[src/rtl/gf180mcu_fd_sc_mcu9t5v0__aoi222_selctl.sv]
// rtl/gf180mcu_fd_sc_mcu9t5v0__aoi222_selctl.sv - break-before-make AOI222 leg selector; ERR via GF180MCU_FD_SC_MCU9T5V0__AOI222_SELCTL_ERR_EN
module gf180mcu_fd_sc_mcu9t5v0__aoi222_selctl #(
    parameter int unsigned DEAD_CYC = 2
) (
    input  logic       CLK,
    input  logic       RN,
    input  logic       REQ,
    input  logic [1:0] SEL,
    output logic       SA,
    output logic       SB,
    output logic       SC,
    output logic       ACK,
    output logic       BUSY
`ifdef GF180MCU_FD_SC_MCU9T5V0__AOI222_SELCTL_ERR_EN
    ,
    output logic       ERR
`endif
);

    typedef enum logic [1:0] {
        S_IDLE  = 2'd0,
        S_BREAK = 2'd1,
        S_MAKE  = 2'd2
    } state_t;

    localparam logic [1:0] LEG_NONE = 2'd3;
    localparam logic [3:0] DEAD_LD  = 4'(DEAD_CYC);

    state_t     r_state;
    state_t     w_state_nxt;
    logic [3:0] r_cnt;
    logic [3:0] w_cnt_nxt;
    logic [1:0] r_pend;
    logic [1:0] w_pend_nxt;
    logic [1:0] r_cur;
    logic [1:0] w_cur_nxt;
    logic [2:0] r_en;
    logic [2:0] w_en_nxt;
    logic       r_ack;
    logic       w_ack_nxt;
    logic       r_busy;
    logic       w_busy_nxt;
    logic       w_sample;

    // Leg code to one-hot {C,B,A}; code 3 (none) yields all zero
    function automatic logic [2:0] leg_dec(input logic [1:0] leg);
        leg_dec = {leg == 2'd2, leg == 2'd1, leg == 2'd0};
    endfunction

    assign w_sample = (r_state == S_IDLE) && !r_ack && REQ;

    always_ff @(posedge CLK) begin
        if (!RN) begin
            r_state <= S_IDLE;
            r_cnt   <= 4'd0;
            r_pend  <= LEG_NONE;
            r_cur   <= LEG_NONE;
            r_en    <= 3'b000;
            r_ack   <= 1'b0;
            r_busy  <= 1'b0;
        end else begin
            r_state <= w_state_nxt;
            r_cnt   <= w_cnt_nxt;
            r_pend  <= w_pend_nxt;
            r_cur   <= w_cur_nxt;
            r_en    <= w_en_nxt;
            r_ack   <= w_ack_nxt;
            r_busy  <= w_busy_nxt;
        end
    end

    always_comb begin
        w_state_nxt = r_state;
        case (r_state)
            S_IDLE: begin
                if (w_sample && (SEL != r_cur)) begin
                    w_state_nxt = (r_cur == LEG_NONE) ? S_MAKE : S_BREAK;
                end
            end
            S_BREAK: begin
                if (r_cnt <= 4'd1) begin
                    w_state_nxt = S_MAKE;
                end
            end
            S_MAKE:  w_state_nxt = S_IDLE;
            default: w_state_nxt = S_IDLE;
        endcase
    end

    // Outputs are registered: this computes the values loaded on the coming edge
    always_comb begin
        w_cnt_nxt  = r_cnt;
        w_pend_nxt = r_pend;
        w_cur_nxt  = r_cur;
        w_en_nxt   = r_en;
        w_ack_nxt  = 1'b0;
        w_busy_nxt = r_busy;
        case (r_state)
            S_IDLE: begin
                if (w_sample) begin
                    w_pend_nxt = SEL;
                    if (SEL == r_cur) begin
                        w_ack_nxt = 1'b1;
                    end else if (r_cur == LEG_NONE) begin
                        w_en_nxt  = leg_dec(SEL);
                        w_cur_nxt = SEL;
                        w_ack_nxt = 1'b1;
                    end else begin
                        w_en_nxt   = 3'b000;
                        w_busy_nxt = 1'b1;
                        w_cnt_nxt  = DEAD_LD;
                    end
                end
            end
            S_BREAK: begin
                if (r_cnt <= 4'd1) begin
                    w_en_nxt   = leg_dec(r_pend);
                    w_cur_nxt  = r_pend;
                    w_ack_nxt  = 1'b1;
                    w_busy_nxt = 1'b0;
                    w_cnt_nxt  = 4'd0;
                end else begin
                    w_cnt_nxt = r_cnt - 4'd1;
                end
            end
            default: ;
        endcase
    end

    assign SA   = r_en[0];
    assign SB   = r_en[1];
    assign SC   = r_en[2];
    assign ACK  = r_ack;
    assign BUSY = r_busy;

`ifdef GF180MCU_FD_SC_MCU9T5V0__AOI222_SELCTL_ERR_EN
    logic r_err;

    // Sticky: a request arriving mid-change is a protocol violation
    always_ff @(posedge CLK) begin
        if (!RN) begin
            r_err <= 1'b0;
        end else if (REQ && r_busy) begin
            r_err <= 1'b1;
        end
    end

    assign ERR = r_err;
`endif

endmodule

[config.mk]
export PLATFORM = sky130hd
export DESIGN_NAME = gf180mcu_fd_sc_mcu9t5v0__aoi222_selctl
export DESIGN_NICKNAME = d
export VERILOG_FILES = /design/src/rtl/gf180mcu_fd_sc_mcu9t5v0__aoi222_selctl.sv
export SDC_FILE = /design/constraint.sdc
export NUM_CORES = 1
export LEC_CHECK = 0
export ABC_AREA = 1
export CELL_PAD_IN_SITES_DETAIL_PLACEMENT = 1
export CELL_PAD_IN_SITES_GLOBAL_PLACEMENT = 2
export CORE_ASPECT_RATIO = 1.2
export CORE_UTILIZATION = 28
export CTS_CLUSTER_DIAMETER = 80
export DETAILED_ROUTE_END_ITERATION = 16
export PLACE_DENSITY_LB_ADDON = 0.08
export SYNTH_ARGS = -nofsm -noshare
export SYNTH_HDL_FRONTEND = slang
export SYNTH_SLANG_ARGS = --single-unit
[constraint.sdc]
create_clock -name CLK -period 1.3 [get_ports CLK]
set_clock_uncertainty 0.1 [all_clocks]
set_input_delay 0.195 -clock CLK [delete_from_list [all_inputs] [get_ports CLK]]
set_output_delay 0.195 -clock CLK [all_outputs]
set_load 0.005 [all_outputs]
==> summary.txt, run 1 <==
Timing
  • Period utilization: 104%
  • Worst Setup Slack, final: -0.0568 ns
  • Min Tclk post-route: 1.36 ns
  • Fmax: 0.737 GHz
  • Max-slew violation count: 0
  • Worst-Margin Slew: 0.331 ns
  • Unrepaired setup endpoints after global routing: true
  • Slew HR: 77.8%
  • Final setup violation count: 6
  • Hold Vio Cnt, Final: 0

Routing
  • Routed wire per std cell: 12.6 um
  • Initial DRC Count: 6
  • DRT antenna net count: 0
  • Routed WL: 2450 um
  • # DRC: 0
  • Vias per cell: 4.70
  • Vias: 911
  • Initial DRT Pass Iterations: 2

Global route
  • Global Route met3 Usage: 2.82%
  • Initial antenna violation count: 0
  • Vias in the first global route: 965
  • GR Util met2: 30.8%
  • GR Overflow Total: 0
  • Most congested layer reported by global routing: met2
  • Largest net degree at the start of global routing: 10
  • GRT Total Usage: 17.0%
  • Met1 Use GR: 18.6%
  • First-pass GRT wire length: 4240 um

Min path
  • Hold WC Path Type: in2reg

Flow run
  • Maxcap violations: 0

Synth
  • Yosys cell types: 25
  • Syn Inst Count: 127
  • Post-Synth Adder-Cell Area: 2.72%
  • Xor-xnor portion of the synthesized cell area: 0.952%
  • Mapped cell area: 920 um2
  • Largest family of logic cells by synthesized area: simple AND/OR/NAND/NOR gates
  • Async set-reset flop share out of synthesis: 0%
  • Main synth FF type: dfxtp_1
  • Syn. warnings: 0
  • Synth Area per Inst: 7.24 um2
  • Post-synthesis sequential area ratio: 32.7%
  • FF+latch count, synth: 15
  • Multiplexer area fraction after synthesis: 0%
  • Syn nets: 134
  • Compound-gate portion of the synthesized area: 9.80%
  • Post-synth EDFFs: 0
  • Synth Area in Simple Gates: 43.1%

Critical path
  • CP Class: reg2reg
  • CP Capture Point: r_en[2]$_SDFFE_PN0P_
  • Critical Path End Type: flop
  • Worst-path fanout max: 5
  • R2R setup slack: -0.06 ns
  • Critical path startpoint: r_cnt[1]$_SDFFE_PN0P_
  • RR Endpoint: r_en[2]$_SDFFE_PN0P_
  • Worst r2r path cells: 11
  • CP Launch Type: flop
  • Reg2Reg Launch Point: r_cnt[1]$_SDFFE_PN0P_
  • Critical path required time: 1.40 ns
  • Critical Path AT: 1.46 ns

Finish
  • Layout Utilization: 43.5%
  • Ant diodes: 0
  • Nets@finish: 166
  • Layout cells sized above 1: 47.5%
  • Area Overhead vs Synth: 45.9%
  • Fillers: 387

Die
  • Core area: 3080 um2
  • Die ar.: 3520 um2
  • Chip width: 54.3 um
  • Starting Density: 29.8%
  • Ports: 10
  • Site row count: 22
  • Die H: 64.8 um

CTS
  • Root buf cell: clkbuf_4
  • Worst-path clk slew: 0.10 ns
  • CTS tree: yes
  • CTS HTree Levels: 1
  • Clk buf depth: 2
  • Hold-fix buffers, CTS: 0
  • Clock sinks: 15
  • Worst-skew pair later-pin latency: 0.29 ns
  • TritonCTS buffer count: 3

Power and ir drop
  • Pwr Total: 0.00274 W
  • Max IR drop VDD: 1060 uV
  • Leakage: 0.636 nW
  • Pwr Density: 2040 nW/um2

Outcome
  • Status: complete, but fails checks
  • Failing checks: negative setup slack

Placed design
  • Place WS: -0.343 ns
  • HPWL Detailed: 2030 um
  • PortBufs: 9
  • Gpl congestion: 0.736
area by class of cell:
cell class	count	area, um2	area share [%]
Tap cell	36	45.0	3.36
Timing Repair Buffer	28	231	17.3
Inverter	21	98.8	7.37
Multi-Input combinational cell	90	623	46.5
Sequential cell	15	315	23.5
Clock buffer	3	22.5	1.68
Clock inverter	1	5.00	0.373
routing by layer:
layer / vias to the layer above / part of all wire, %
met5: - / 0
met4: 0 / 1.7
met3: 5 / 1.5
met2: 7 / 56
met1: 437 / 40
li1: 462 / -
critical path, cell delays in order, from the launching register on:
cell,delay (ns)
dfxtp_2,0.35
inv_4,0.08
ha_4,0.14
inv_2,0.04
nand2_4,0.07
nand3_4,0.09
nand2_8,0.12
nand2_8,0.06
clkinv_4,0.06
nand2_1,0.05
nand2_1,0.05
nor2_1,0.04
synth_stat cells, types with 2 or more instances:
master	instances	area (um2)
a21oi_1	9	45.0
dfxtp_1	15	300
ha_1	2	25.0
inv_1	14	52.6
inv_2	3	11.3
inv_4	2	12.5
nand2_1	32	120
nand2_4	4	45.0
nand3_1	6	30.0
nand3_2	2	20.0
nand4_1	3	18.8
nor2_1	14	52.6
nor2_8	2	40.0
nor3_1	3	15.0
o211ai_1	2	15.0
o21ai_0	5	25.0
cells in the final DEF, fill, tap and decap left out:
master,synthesis,routed
nor2_4,1,1
nand2_8,1,2
dlymetal6s2s_1,0,2
clkbuf_4,0,3
o211ai_1,2,2
buf_4,0,19
nand2_4,4,4
a21oi_2,0,4
nand2_2,1,8
dlygate4sd2_1,0,5
inv_1,14,10
clkinv_4,1,1
ha_4,0,2
inv_4,2,4
a21oi_1,9,5
nor2_8,2,2
clkinv_2,0,1
nor2_2,0,4
nand4_1,3,3
nor2_1,14,10
nand3_4,1,3
inv_6,1,1
nand3_1,6,6
dfxtp_1,15,5
o21ai_2,0,1
dfxtp_2,0,9
o21ai_0,5,3
xor2_1,1,1
dfxtp_4,0,1
nand2_1,32,24
o21ai_1,1,2
nor3_1,3,3
inv_2,3,5
clkdlybuf4s50_1,0,2
worst min path at each step:
stage / to / slack (ns) / cells after the start / startpoint
4_1_cts: BUSY$_SDFFE_PN0P_ / 0.37 / 2 / BUSY$_SDFFE_PN0P_
3_5_place_dp: BUSY$_SDFFE_PN0P_ / 0.36 / 2 / BUSY$_SDFFE_PN0P_
5_1_grt: r_pend[1]$_SDFFE_PN1P_ / 0.23 / 4 / SEL[1]
3_3_place_gp: BUSY$_SDFFE_PN0P_ / 0.34 / 2 / BUSY$_SDFFE_PN0P_
6_report: r_pend[1]$_SDFFE_PN1P_ / 0.19 / 4 / SEL[1]
2_1_floorplan: r_pend[0]$_SDFFE_PN1P_ / 0.23 / 2 / SEL[0]
repair_timing:
action	4_1_cts	5_1_grt
pin swaps	12	4
gates resized for setup	32	16
endpoints found under the setup margin	18	13
buffers inserted	3	1
state kept, by name, summed over array words and instances (netlist names):
signal and count:
r_cnt 4, r_en 3, r_cur 2, r_pend 2
r_state 2, ACK 1, BUSY 1
kinds of logic (layout without fill, tap and decap cells):
| kind of cell | after synthesis | count (layout) |
|---|---|---|
| XOR/XNOR | 1 | 1 |
| adder cells (fa/ha/maj) | 2 | 2 |
| buffers and inverters | 22 | 53 |
| flip-flops | 15 | 15 |
| AND/OR/NAND/NOR | 70 | 70 |
| AO/OA/AOI/OAI | 17 | 17 |
through the flow:
step | cell area [um2] | hold WS (ns) | setup TNS [ns] | instances
2_1_floorplan | 926 | 0.225 | 0 | 127
3_3_place_gp | 1180 | 0.338 | -3.87 | 187
3_5_place_dp | 1180 | 0.364 | -4.38 | 187
4_1_cts | 1290 | 0.371 | -0.342 | 193
5_1_grt | 1340 | 0.227 | -0.999 | 194
6_report | 1340 | 0.189 | -0.229 | 194
where the power goes:
part	leakage, nW	internal [W]	switching [W]	total (W)
combinational	0.492	0.000707	0.00101	0.00172
sequential	0.126	0.000616	0.000116	0.000732
clock	0.0177	0.000115	0.000170	0.000285
(Power assumes the default switching activity.)
==> run 2, diff against run 1 <==
CORE_UTILIZATION = 31   (was 28)
DONT_BUFFER_PORTS = 1   (was default)
==> summary.txt, run 2 (synthesized netlist as in run 1, its figures left out) <==
Finish
  • Largest register FFs: 4
  • Area Overhead vs Synth: 38.0%
  • Most frequent cells in the layout: nand2_1 (20), buf_4 (12), nor2_1 (11)
  • Fillers: 347
  • Commonest non-fill, non-tap cell in the layout: nand2_1
  • Layout cells sized above 1: 50.0%
  • Biggest regs: r_cnt x4, r_en x3
  • Final instance area: 1270 um2
  • Nets@finish: 152
  • Layout Utilization: 45.1%
  • Ant diodes: 0
  • Reg with most FFs: r_cnt

Placed design
  • Place WS: -0.141 ns
  • Placed Instance Area: 1070 um2
  • Gpl congestion: 0.759
  • PortBufs: 0
  • HPWL Detailed: 1910 um

Global route
  • GR Overflow Total: 0
  • Vias in the first global route: 860
  • First-pass GRT wire length: 3930 um
  • GRT Total Usage: 17.6%
  • Initial antenna violation count: 0
  • Largest net degree at the start of global routing: 12

Routing
  • Vias per cell: 4.78
  • Vias: 850
  • Routed wire per std cell: 13.8 um
  • Initial DRC Count: 8
  • Routed WL: 2450 um
  • Initial DRT Pass Iterations: 2
  • # DRC: 0
  • DRT antenna net count: 0

Timing
  • Slew HR: 82.7%
  • Period utilization: 103%
  • Min Tclk post-route: 1.33 ns
  • Max-slew violation count: 0
  • Hold Vio Cnt, Final: 10
  • Worst Setup Slack, final: -0.0345 ns
  • Final setup violation count: 7
  • Hold slack: -0.109 ns
  • Unrepaired setup endpoints after global routing: true
  • Fmax: 0.749 GHz
  • Worst-Margin Slew: 0.258 ns

Power and ir drop
  • Combinational power share: 63.3%
  • Pwr Density: 2200 nW/um2
  • Clk network pwr share: 9.9%
  • Max IR drop VDD: 963 uV
  • Sw frac: 46.9%
  • Internal: 0.00149 W
  • Flop pwr share: 26.8%
  • Net Switching: 0.00131 W
  • Leakage: 0.569 nW

CTS
  • Worst-skew pair later-pin latency: 0.28 ns
  • Root buf cell: clkbuf_4
  • Clock sinks: 15
  • Worst-path clk slew: 0.10 ns
  • CTS HTree Levels: 1
  • TritonCTS buffer count: 3
  • Clk buf depth: 2
  • CTS tree: yes

Outcome
  • Failing checks: negative hold slack, negative setup slack
  • Status: complete, but fails checks

Critical path
  • CP Class: reg2reg
  • Worst-path fanout max: 5
  • Critical path required time: 1.43 ns
  • Critical Path End Type: flop
  • Critical Path AT: 1.46 ns
  • CP Launch Type: flop

Die
  • Die ar.: 3190 um2
  • Site row count: 21
  • Chip width: 51.7 um
  • Ports: 10
  • Starting Density: 32.7%
  • Die H: 61.7 um
  • Core area: 2810 um2

Flow run
  • Maxcap violations: 0

Min path
  • Hold WC Path Type: in2reg
[run 2: cell count changes in the layout (fill, tap and decap cells not counted), sizes merged]
cell / previous run / this run
clkbuf: 3 / 4
dlygate4sd2: 5 / 0
clkinv: 2 / 1
buf: 19 / 14
clkdlybuf4s50: 2 / 0
dlymetal6s2s: 2 / 0
[run 2: final cells by class]
| class | count | area [um2] | area share (%) |
|---|---|---|---|
| Multi-Input combinational cell | 90 | 658 | 51.9 |
| Sequential cell | 15 | 319 | 25.1 |
| Timing Repair Buffer | 14 | 121 | 9.57 |
| Inverter | 21 | 101 | 7.99 |
| Tap cell | 34 | 42.5 | 3.35 |
| Clock buffer | 4 | 26.3 | 2.07 |
[run 2: layer usage]
metal  global-route usage [%]  vias to the layer above  wire length [um]
li1                         -                      438                 -
met5                        0                        -                 0
met1                     19.4                      402              1020
met2                     33.0                        8              1360
met4                     6.95                        0                19
met3                     3.21                        2                50
[run 2: power by group through the flow]
stage	Clock (W)	Sequential, W	Combinational (W)
finish	0.000278	0.000749	0.00177
global route	0.000320	0.000769	0.00194
CTS	0.000295	0.000729	0.00153
detailed placement	0	0.000721	0.00147
global placement	0	0.000712	0.00145
floorplan	0	0.000702	0.00102
[run 2: worst max-delay path, stage by stage, from the launching register on]
cell,delay (ns)
dfxtp_4,0.38
nor2_4,0.17
inv_4,0.07
nor2_8,0.14
inv_6,0.05
nand2_8,0.08
buf_4,0.12
nand3_4,0.05
a21oi_2,0.12
[run 2: final timing paths]
kind	cells after the start	slack (ns)	from	end
max	8	-0.03	r_state[0]$_SDFFE_PN0P_	BUSY$_SDFFE_PN0P_
min	1	-0.11	RN	r_cur[0]$_SDFFE_PN1P_
max reg2reg	8	-0.03	r_state[0]$_SDFFE_PN0P_	BUSY$_SDFFE_PN0P_
min reg2reg	2	0.38	BUSY$_SDFFE_PN0P_	BUSY$_SDFFE_PN0P_
[run 2: timing repair]
action | 4_1_cts | 5_1_grt
gates cloned | 0 | 0
gates resized for setup | 20 | 32
setup endpoints to repair | 12 | 13
pin swaps | 7 | 17
setup buffers | 1 | 1
hold endpoints to repair | 10 | 10
[run 2: per-stage QoR]
stage | instances | setup TNS [ns] | power (W)
after floorplan | 127 | 0 | 0.00172
after global placement | 172 | -0.120 | 0.00217
after detailed placement | 172 | -0.693 | 0.00220
after CTS | 177 | -0.245 | 0.00256
after global routing | 178 | -0.794 | 0.00302
final | 178 | -0.120 | 0.00280
==> run 3, diff against run 2 <==
TNS_END_PERCENT = 5   (was default)
==> summary.txt, run 3 (synthesized netlist as in run 1, its figures left out) <==
Outcome
  • Status: complete, but fails checks
  • Failing checks: negative hold slack, negative setup slack

Die
  • Ports: 10
  • Core area: 2810 um2
  • Die ar.: 3190 um2
  • Die H: 61.7 um
  • Site row count: 21
  • Chip width: 51.7 um
  • Starting Density: 32.7%

Power and ir drop
  • Sw frac: 48.1%
  • Pwr Total: 0.00254 W
  • Leakage: 0.544 nW
  • Combinational power share: 60.5%
  • Net Switching: 0.00122 W
  • Pwr Density: 2190 nW/um2
  • Internal: 0.00132 W
  • Clk network pwr share: 11.0%
  • Max IR drop VDD: 830 uV
  • Flop pwr share: 28.5%

Global route
  • Initial antenna violation count: 0
  • GRT Total Usage: 16.9%
  • GR Overflow Total: 0
  • Largest net degree at the start of global routing: 12
  • First-pass GRT wire length: 3800 um
  • Vias in the first global route: 885

Finish
  • Multi-input logic area: 592 um2
  • Most frequent cells in the layout: nand2_1 (26), nor2_1 (12), buf_4 (12)
  • Area Overhead vs Synth: 26.0%
  • Seq. cell area: 308 um2
  • Layout cells sized above 1: 38.0%
  • Nets@finish: 150
  • Biggest regs: r_cnt x4, r_en x3
  • Reg with most FFs: r_cnt
  • Fillers: 354
  • Ant diodes: 0
  • Largest register FFs: 4
  • Commonest non-fill, non-tap cell in the layout: nand2_1

Timing
  • Period utilization: 104%
  • Max-slew violation count: 0
  • Unrepaired setup endpoints after global routing: true
  • Slew HR: 74.8%
  • Worst-Margin Slew: 0.375 ns
  • Min Tclk post-route: 1.35 ns
  • Final setup violation count: 5
  • Hold slack: -0.111 ns
  • Worst Setup Slack, final: -0.0472 ns
  • Hold Vio Cnt, Final: 10
  • Fmax: 0.742 GHz

Routing
  • Met2 WL post-DR: 1290 um
  • DRT antenna net count: 0
  • Routed wire per std cell: 13.5 um
  • Routed WL: 2370 um
  • Met1 WL: 993 um
  • Vias: 845
  • Met3 WL: 59 um
  • Initial DRC Count: 11
  • Vias per cell: 4.80
  • Top routing layer in use: met4
  • # DRC: 0
  • Initial DRT Pass Iterations: 4

CTS
  • CTS tree: yes
  • TritonCTS buffer count: 3
  • Clock sinks: 15
  • Worst-path clk slew: 0.10 ns
  • Root buf cell: clkbuf_4
  • Worst-skew pair later-pin latency: 0.29 ns
  • CTS HTree Levels: 1
  • Clk buf depth: 2

Placed design
  • PortBufs: 0
  • Gpl congestion: 0.717
  • Place WS: -0.102 ns
  • HPWL Detailed: 1830 um

Flow run
  • Maxcap violations: 0

Critical path
  • Critical Path, Cell by Cell: inv_4, ha_4, inv_2, nand2_4, nand3_4, nand2_8, nand2_4, clkinv_4, nand2_2, nand2_1, nor2_1
  • Bufs and invs on worst path: 3
  • Critical Path End Type: flop
  • Crit-path max cell delay: 0.37 ns
  • Critical Path AT: 1.48 ns
  • Cell family contributing the most delay on the critical path: simple AND/OR/NAND/NOR gates
  • Slowest cell on crit path: dfxtp_2
  • Critical path required time: 1.43 ns
  • CP Launch Type: flop
  • CP dominant cell by count: nand2_4
  • Worst-path fanout max: 5
  • CP Class: reg2reg

Min path
  • Hold WC Path Type: in2reg
[run 3: changes by cell type in the layout (fill, tap and decap cells not counted), moves of 3 or more]
cell,previous run,this run
a21oi_2,5,1
dfxtp_4,5,1
a21oi_1,4,8
nand2_2,9,4
nand2_1,20,26
dfxtp_2,0,3
[run 3: layout make-up]
class / instances / area share (%)
clock inverters: 1 / 0.432
well taps: 34 / 3.67
flip-flops and latches: 15 / 26.6
inverters: 21 / 8.53
repair buffers: 12 / 7.78
clock buffers: 3 / 1.94
multi-input cells: 90 / 51.1
[run 3: path summary, 6_finish.rpt]
path | from | to | slack [ns] | depth (start not counted)
worst max-delay path | r_cnt[1]$_SDFFE_PN0P_ | r_en[2]$_SDFFE_PN0P_ | -0.05 | 11
worst min-delay path | RN | r_cur[1]$_SDFFE_PN1P_ | -0.11 | 1
worst max register to register | r_cnt[1]$_SDFFE_PN0P_ | r_en[2]$_SDFFE_PN0P_ | -0.05 | 11
worst min register to register | BUSY$_SDFFE_PN0P_ | BUSY$_SDFFE_PN0P_ | 0.37 | 2
[run 3: layer usage]
| layer | global-route usage [%] | vias up |
|---|---|---|
| li1 | - | 432 |
| met1 | 17.6 | 396 |
| met2 | 32.8 | 13 |
| met3 | 3.21 | 4 |
| met4 | 6.95 | 0 |
| met5 | 0 | - |
[run 3: stage by stage]
step | util, % | TNS, ns | instances | hold WS, ns | area, um2
global placement | 36.9 | -0.225 | 170 | 0.185 | 1040
floorplan | - | -0.000536 | 127 | 0.225 | 926
CTS | 39.6 | -0.250 | 176 | -0.117 | 1110
finish | 41.2 | -0.114 | 176 | -0.111 | 1160
global route | 41.2 | -0.967 | 176 | -0.122 | 1160
detailed placement | 36.9 | -0.574 | 170 | 0.188 | 1040
[run 3: power by group through the flow]
stage,Combinational [W],Clock (W),Sequential (W)
2_1_floorplan,0.00101,0,0.000702
3_3_place_gp,0.00137,0,0.000713
3_5_place_dp,0.00139,0,0.000719
4_1_cts,0.00149,0.000297,0.000715
5_1_grt,0.00169,0.000315,0.000746
6_report,0.00154,0.000279,0.000724
[run 3: repair_timing]
item	CTS	global route
gates resized for setup	13	13
pin swaps	4	5
setup buffers	2	0
setup endpoints to repair	13	13
hold endpoints to repair	10	10
